## config.mk

```make
export PLATFORM = sky130hd
export DESIGN_NAME = prgrom_arbiter
export DESIGN_NICKNAME = d
export VERILOG_FILES = /design/src/rtl/prgrom_arbiter.sv
export SDC_FILE = /design/constraint.sdc
export NUM_CORES = 1
export LEC_CHECK = 0
export CAP_MARGIN = 20
export CORE_ASPECT_RATIO = 1.1
export CORE_MARGIN = 2
export CORE_UTILIZATION = 45
export DETAILED_ROUTE_END_ITERATION = 12
export GPL_ROUTABILITY_DRIVEN = 1
export PLACE_DENSITY = 0.9
export SETUP_SLACK_MARGIN = 0.05
export SLEW_MARGIN = 20
export SYNTH_ARGS = -nofsm -noshare
export SYNTH_HDL_FRONTEND = slang
export SYNTH_SLANG_ARGS = --single-unit
```

## constraint.sdc

```tcl
create_clock -name CLK48M -period 4 [get_ports CLK48M]
set_clock_uncertainty 0.1 [all_clocks]
set_input_delay 1.2 -clock CLK48M [delete_from_list [all_inputs] [get_ports CLK48M]]
set_output_delay 1.2 -clock CLK48M [all_outputs]
set_load 0.01 [all_outputs]
```

## src/rtl/prgrom_arbiter.sv

```systemverilog
// prgrom_arbiter
// Shares one synchronous program ROM port between a main CPU (MC), a sound
// CPU (SC) and a one-entry download write buffer.
//
// Ports:
//   CLK48M            - sole clock, all state changes on its rising edge
//   RESET             - asynchronous, active-high reset
//   MC_REQ/MC_AD      - main-CPU 4-phase read request and address (M1 in MSB)
//   MC_ACK/MC_DT      - main-CPU read complete (level) and held read data
//   SC_REQ/SC_AD      - sound-CPU 4-phase read request and address
//   SC_ACK/SC_DT      - sound-CPU read complete (level) and held read data
//   DL_WR/DL_AD/DL_DT - download byte strobe, address and data
//   DL_BUSY           - download buffer occupied
//   DL_OVF            - sticky: a download byte was dropped
//   ROM_AD/ROM_WE/ROM_WD - registered shared ROM address, write enable, data
//   ROM_RD            - ROM read data, valid one cycle after ROM_AD
module prgrom_arbiter #(
  parameter int AW = 16
) (
  input  logic          CLK48M,
  input  logic          RESET,
  input  logic          MC_REQ,
  input  logic [AW-1:0] MC_AD,
  output logic          MC_ACK,
  output logic [7:0]    MC_DT,
  input  logic          SC_REQ,
  input  logic [AW-1:0] SC_AD,
  output logic          SC_ACK,
  output logic [7:0]    SC_DT,
  input  logic          DL_WR,
  input  logic [AW-1:0] DL_AD,
  input  logic [7:0]    DL_DT,
  output logic          DL_BUSY,
  output logic          DL_OVF,
  output logic [AW-1:0] ROM_AD,
  output logic          ROM_WE,
  output logic [7:0]    ROM_WD,
  input  logic [7:0]    ROM_RD
);

  typedef enum logic [1:0] {
    IDLE  = 2'd0,
    WRITE = 2'd1,
    READ  = 2'd2,
    CAPT  = 2'd3
  } state_t;

  state_t        r_state;
  logic          r_mcAck;
  logic          r_scAck;
  logic [7:0]    r_mcDt;
  logic [7:0]    r_scDt;
  logic [AW-1:0] r_romAd;
  logic          r_romWe;
  logic [7:0]    r_romWd;
  logic          r_selSc;
  logic          r_lastSc;
  logic          r_bufFull;
  logic [AW-1:0] r_bufAd;
  logic [7:0]    r_bufDt;
  logic          r_ovf;

  logic w_mcPend;
  logic w_scPend;
  logic w_pickSc;
  logic w_dlGrant;

  // A requester is pending only until its ACK rises; it must drop REQ and
  // see ACK clear before it can ask again.
  assign w_mcPend  = MC_REQ & ~r_mcAck;
  assign w_scPend  = SC_REQ & ~r_scAck;
  // On a tie, serve whoever was not served last.
  assign w_pickSc  = w_scPend & (~w_mcPend | ~r_lastSc);
  assign w_dlGrant = (r_state == IDLE) & r_bufFull;

  // Arbitration FSM: IDLE grants the download buffer first, then reads.
  // A write takes IDLE+WRITE, a read takes IDLE+READ+CAPT.
  always_ff @(posedge CLK48M or posedge RESET) begin
    if (RESET) begin
      r_state  <= IDLE;
      r_mcAck  <= 1'b0;
      r_scAck  <= 1'b0;
      r_mcDt   <= 8'h00;
      r_scDt   <= 8'h00;
      r_romAd  <= '0;
      r_romWe  <= 1'b0;
      r_romWd  <= 8'h00;
      r_selSc  <= 1'b0;
      r_lastSc <= 1'b1;
    end else begin
      r_romWe <= 1'b0;
      if (!MC_REQ) r_mcAck <= 1'b0;
      if (!SC_REQ) r_scAck <= 1'b0;
      case (r_state)
        IDLE: begin
          if (r_bufFull) begin
            r_romAd <= r_bufAd;
            r_romWd <= r_bufDt;
            r_romWe <= 1'b1;
            r_state <= WRITE;
          end else if (w_mcPend | w_scPend) begin
            r_romAd  <= w_pickSc ? SC_AD : MC_AD;
            r_selSc  <= w_pickSc;
            r_lastSc <= w_pickSc;
            r_state  <= READ;
          end
        end
        WRITE: r_state <= IDLE;
        READ:  r_state <= CAPT;
        CAPT: begin
          if (r_selSc) begin
            r_scDt  <= ROM_RD;
            r_scAck <= 1'b1;
          end else begin
            r_mcDt  <= ROM_RD;
            r_mcAck <= 1'b1;
          end
          r_state <= IDLE;
        end
        default: r_state <= IDLE;
      endcase
    end
  end

  // One-entry download buffer. A byte arriving on the grant edge replaces
  // the one being handed to the ROM; otherwise a byte arriving while full
  // is dropped and flagged.
  always_ff @(posedge CLK48M or posedge RESET) begin
    if (RESET) begin
      r_bufFull <= 1'b0;
      r_bufAd   <= '0;
      r_bufDt   <= 8'h00;
      r_ovf     <= 1'b0;
    end else if (DL_WR) begin
      if (!r_bufFull || w_dlGrant) begin
        r_bufFull <= 1'b1;
        r_bufAd   <= DL_AD;
        r_bufDt   <= DL_DT;
      end else begin
        r_ovf <= 1'b1;
      end
    end else if (w_dlGrant) begin
      r_bufFull <= 1'b0;
    end
  end

  assign MC_ACK  = r_mcAck;
  assign MC_DT   = r_mcDt;
  assign SC_ACK  = r_scAck;
  assign SC_DT   = r_scDt;
  assign DL_BUSY = r_bufFull;
  assign DL_OVF  = r_ovf;
  assign ROM_AD  = r_romAd;
  assign ROM_WE  = r_romWe;
  assign ROM_WD  = r_romWd;

endmodule

```

# == After elaboration in Yosys (flattened, before gate mapping) ==
# Index checks and enable logic that the tools add are counted.
# totals
reg_bits,73
in_bits,69
output_inout_bits,45
elab_cells,63
# classes
n_eq_ne,5
mux,17
n_bitwise,13
n_reduce_logical,14
# op_table
cell,count
two-way mux 16 bit,3
AND reduction 2 bit,7
two-way mux 1 bit,11
inverter 1 bit,7
case mux 2 bit (3 select lines),1
bitwise AND 1 bit,4
"== test 2 bit, second input constant",2
two-way mux 2 bit,2
nonzero test 2 bit,2
"inequality test 3 x 2 -> 1 bit, second input constant",1
AND reduction 3 bit,1
"== test 2 x 1 -> 1 bit, second input constant",1
zero test 2 bit,1
"inequality test 2 x 1 -> 1 bit, second input constant",1
bitwise OR 1 bit,2
OR reduction 2 bit,1
zero test 1 bit,1
logical OR 1 bit,1

# == Logic depth before layout (Yosys ltp) ==
# logic_depth
depth_word,8
mapped_depth,7
depth_no_buf,4

# == Worst setup path after synthesis ==
# Ideal clock, no wire load.
# synth_path
path_kind,input -> register
startpoint,input SC_REQ
endpoint,register r_selSc
arrival_ns,2.196
required_ns,3.775
path_slack_ns,1.579
path_stages,5
cell_sequence,nor2b_4 o31a_4 nor2b_4 buf_6 mux2_4
# synth_via
elab_chain_cells,3
elab_cells_between_ends,4
# synth_rtl
item,line,source
from (decl),26,"input logic SC_REQ,"
bitwise AND 1 bit (*),71,assign w_scPend = SC_REQ & ~r_scAck;
bitwise OR 1 bit,101,end else if (w_mcPend | w_scPend) begin
AND reduction 3 bit (no source line),n/a,
to (signal assigned),103,r_selSc <= w_pickSc;
to (decl),56,logic r_selSc;
# Mark *: on every way between the ends. The rest lies on a longest branch, timed or not.
# A chain may end at the register's enable or synchronous reset.

# == Final worst setup path ==
# layout_path
startpoint,register r_bufFull (netlist: DL_BUSY)
endpoint,output DL_BUSY
# layout_lines
item,line,source
from (decl),58,logic r_bufFull;
from (signal assigned),130,r_bufFull <= 1'b0;
from (signal assigned),136,r_bufFull <= 1'b1;
from (signal assigned),143,r_bufFull <= 1'b0;
to (decl),33,"output logic DL_BUSY,"
# No word-level cell between the ends.

==> metrics.txt <==
Critical Path RT=2.70 ns; Crit Path Class=reg -> out; Die W=83.6 um; Critical Path Max Stage Delay=0.60 ns; Via Count=2,298; Reg area=1830 sq um; number of max-cap violations=0; Post-Syn Area=3140 sq um; number of global-route vias before repair=2,521; Syn. warnings=0; CTS Buf Count=9; TritonRoute pass-1 iters=4; final worst setup slack=1.15 ns; Worst path depth=2; endpoint class of the critical path=output pin; EDFF count, synth=0; HPWL Detailed=5340 um; Syn Inst Count=242; P_sw=1.14 mW; net count after synthesis=311; Worst Max-Slew Pin Slew=0.689 ns; CP arrival=1.55 ns; CTS tree=done; pre-CTS worst setup slack=0.956 ns; setup TNS=0 ns; final WL=7560 um; crit path from=DL_BUSY; crit path buf inv count=2; area of the core=6670 sq um; clock power share=19.8%; Detailed Route Iter0 Violations=105; hold buffers post-CTS=0; Chip Height=91.6 um; layout cell share with drive strength beyond 1=23.9%; post-CTS setup buffer count=0; average wire per standard cell=17.1 um; clk slew on worst S/H paths=0.07 ns; Multi-input gate area=1220 sq um; Comb pwr share=43.3%; Ant. Diodes=0; FF-to-FF path depth=5; GR Util All Layers=21.0%; crit path time final=2.85 ns; hold depth=1; row count=31; fmax=0.351 GHz; I/O Pins=114; Reg2Reg Setup Slack=1.96 ns; Unique masters post-synth=26; Seq pwr share=36.9%; Yosys reg bits=73; Final Max Slew Viols=0; power density over cell area=786 nW/um^2; first-pass GRT wire length=12,400 um; Via density=5.20; ys flop type=dfrtp_1; Lkg Pwr=1.89 nW; Layout Nets=424; Hold Fails Final Rpt=0; maximum resistive drop on vdd=415 uV; Worst Min Path Start=r_bufAd[9]; Filler cells=491; HP Class=reg -> reg; CTS Sinks=73; ANT nets after route=0; RePlAce Congestion=0.790; crit path launch type=register; Resized Gates After CTS=0; worst-path cell chain=buf_4 > clkdlybuf4s50_1; Net Sw Frac=31.6%; register area share after synthesis=58.3%; grt ovf=0; largest net degree at the start of global routing=43; Internal=2.46 mW; Clk Latency, worst-skew pair=0.34 ns; Die ar.=7660 sq um; syn_area_per_cell=13.0 sq um; H-tree depth=3; unrepaired setup endpoints after global routing=no; antenna violations before repair=0; Syn-to-layout area delta=46.0%; DRC=0; ys async rst share=100%; Starting Density=47.0%; Rel. slew slack=54.0%; maximum buffer depth of the clock tree=2; crit path max-delay cell type=clkdlybuf4s50_1; cell family with most CP delay=buffers and inverters; final cycle utilization of the critical path=71.2%; I/O Buffers=113; worst r2r src=r_state[1]; crit path max fanout=22; Final Setup Violations=0; CTS root buf=clkbuf_8; outcome=complete, no violations
-- area by class of cell --
type	count	area share (%)
sequential	73	39.9
multi-input combinational	152	26.6
timing repair buffer	116	25.5
clock buffer	12	3.39
tap	82	2.24
clock inverter	4	2.16
inverter	3	0.246
-- cell usage in the layout (no fill, tap or decap), types with 3 or more instances in the layout --
cell and count:
dfrtp_1 72, mux2_2 48, clkbuf_8 11, nand2_1 38
nand3b_1 18, o21ai_0 16, a31oi_2 10, a31oi_1 6
clkdlybuf4s50_1 113, bufinv_16 3
-- state kept, by name (all words and copies together) (netlist names), 2 cells and up --
name	cells
ROM_AD	16
SC_DT	8
r_state	2
MC_DT	8
r_bufDt	8
ROM_WD	8
r_bufAd	16
-- worst register-to-register path: stages, from the launching register on --
cell and delay (ns):
dfrtp_1 0.50, nor2_8 0.32, o31a_4 0.30, nor2b_4 0.30
buf_4 0.27, a31oi_2 0.12
-- metrics by stage --
stage | cell area [sq um] | power [mW] | hold slack [ns] | utilization (%) | instances
global placement | 4330 | 2.84 | 0.373 | 64.8 | 426
global route | 4580 | 3.82 | 0.417 | 68.6 | 442
finish | 4580 | 3.60 | 0.400 | 68.6 | 442
floorplan | 3140 | 2.21 | 0.370 | - | 242
detailed placement | 4330 | 2.90 | 0.384 | 64.8 | 426
CTS | 4580 | 3.64 | 0.400 | 68.6 | 442
-- cells by family after synthesis --
logic type | Yosys count | share of synthesized area (%)
buffers and inverters | 17 | 2.91
AOI/OAI and AO/OA | 36 | 9.06
DFF | 73 | 58.3
muxes | 50 | 18.2
and+or+nand+nor | 66 | 11.6
-- worst paths after layout --
path,end
hold reg to reg,r_bufAd[9]
setup reg to reg,ROM_AD[1]
hold / removal,r_bufAd[9]
setup / recovery,DL_BUSY
max in group asynchronous,r_lastSc
min in group asynchronous,MC_DT[1]
-- synth_stat cells (2+ instances only) --
| cell | number | share of area, % |
|---|---|---|
| mux2_4 | 2 | 0.96 |
| buf_6 | 2 | 0.72 |
| nor2b_4 | 2 | 0.88 |
| clkbuf_1 | 3 | 0.36 |
| and2_1 | 2 | 0.40 |
| buf_2 | 7 | 1.1 |
| nand2_1 | 38 | 4.5 |
| nand3b_1 | 18 | 4.3 |
| o21ai_0 | 16 | 2.6 |
| mux2_2 | 48 | 17 |
| dfrtp_1 | 72 | 57 |
| nor2_1 | 2 | 0.24 |
| a31oi_2 | 10 | 4.0 |
| inv_1 | 3 | 0.36 |
| a31oi_1 | 6 | 1.2 |
-- per-layer routing --
| layer | part of all wire [%] | vias to the layer above | GRT usage (%) |
|---|---|---|---|
| met2 | 52 | 76 | 36.1 |
| met5 | 0 | - | 0 |
| met3 | 5.2 | 14 | 4.18 |
| met1 | 41 | 1136 | 25.4 |
| met4 | 2.2 | 0 | 9.41 |
| li1 | - | 1072 | - |
-- power groups by stage --
stage | clock network (mW) | logic, mW | registers, mW
after detailed placement | 0 | 1.57 | 1.33
final | 0.714 | 1.56 | 1.33
after CTS | 0.730 | 1.58 | 1.32
after global routing | 0.764 | 1.69 | 1.37
after floorplan | 0 | 0.830 | 1.38
after global placement | 0 | 1.52 | 1.31
Note: power is estimated with default switching activity, not from simulation.
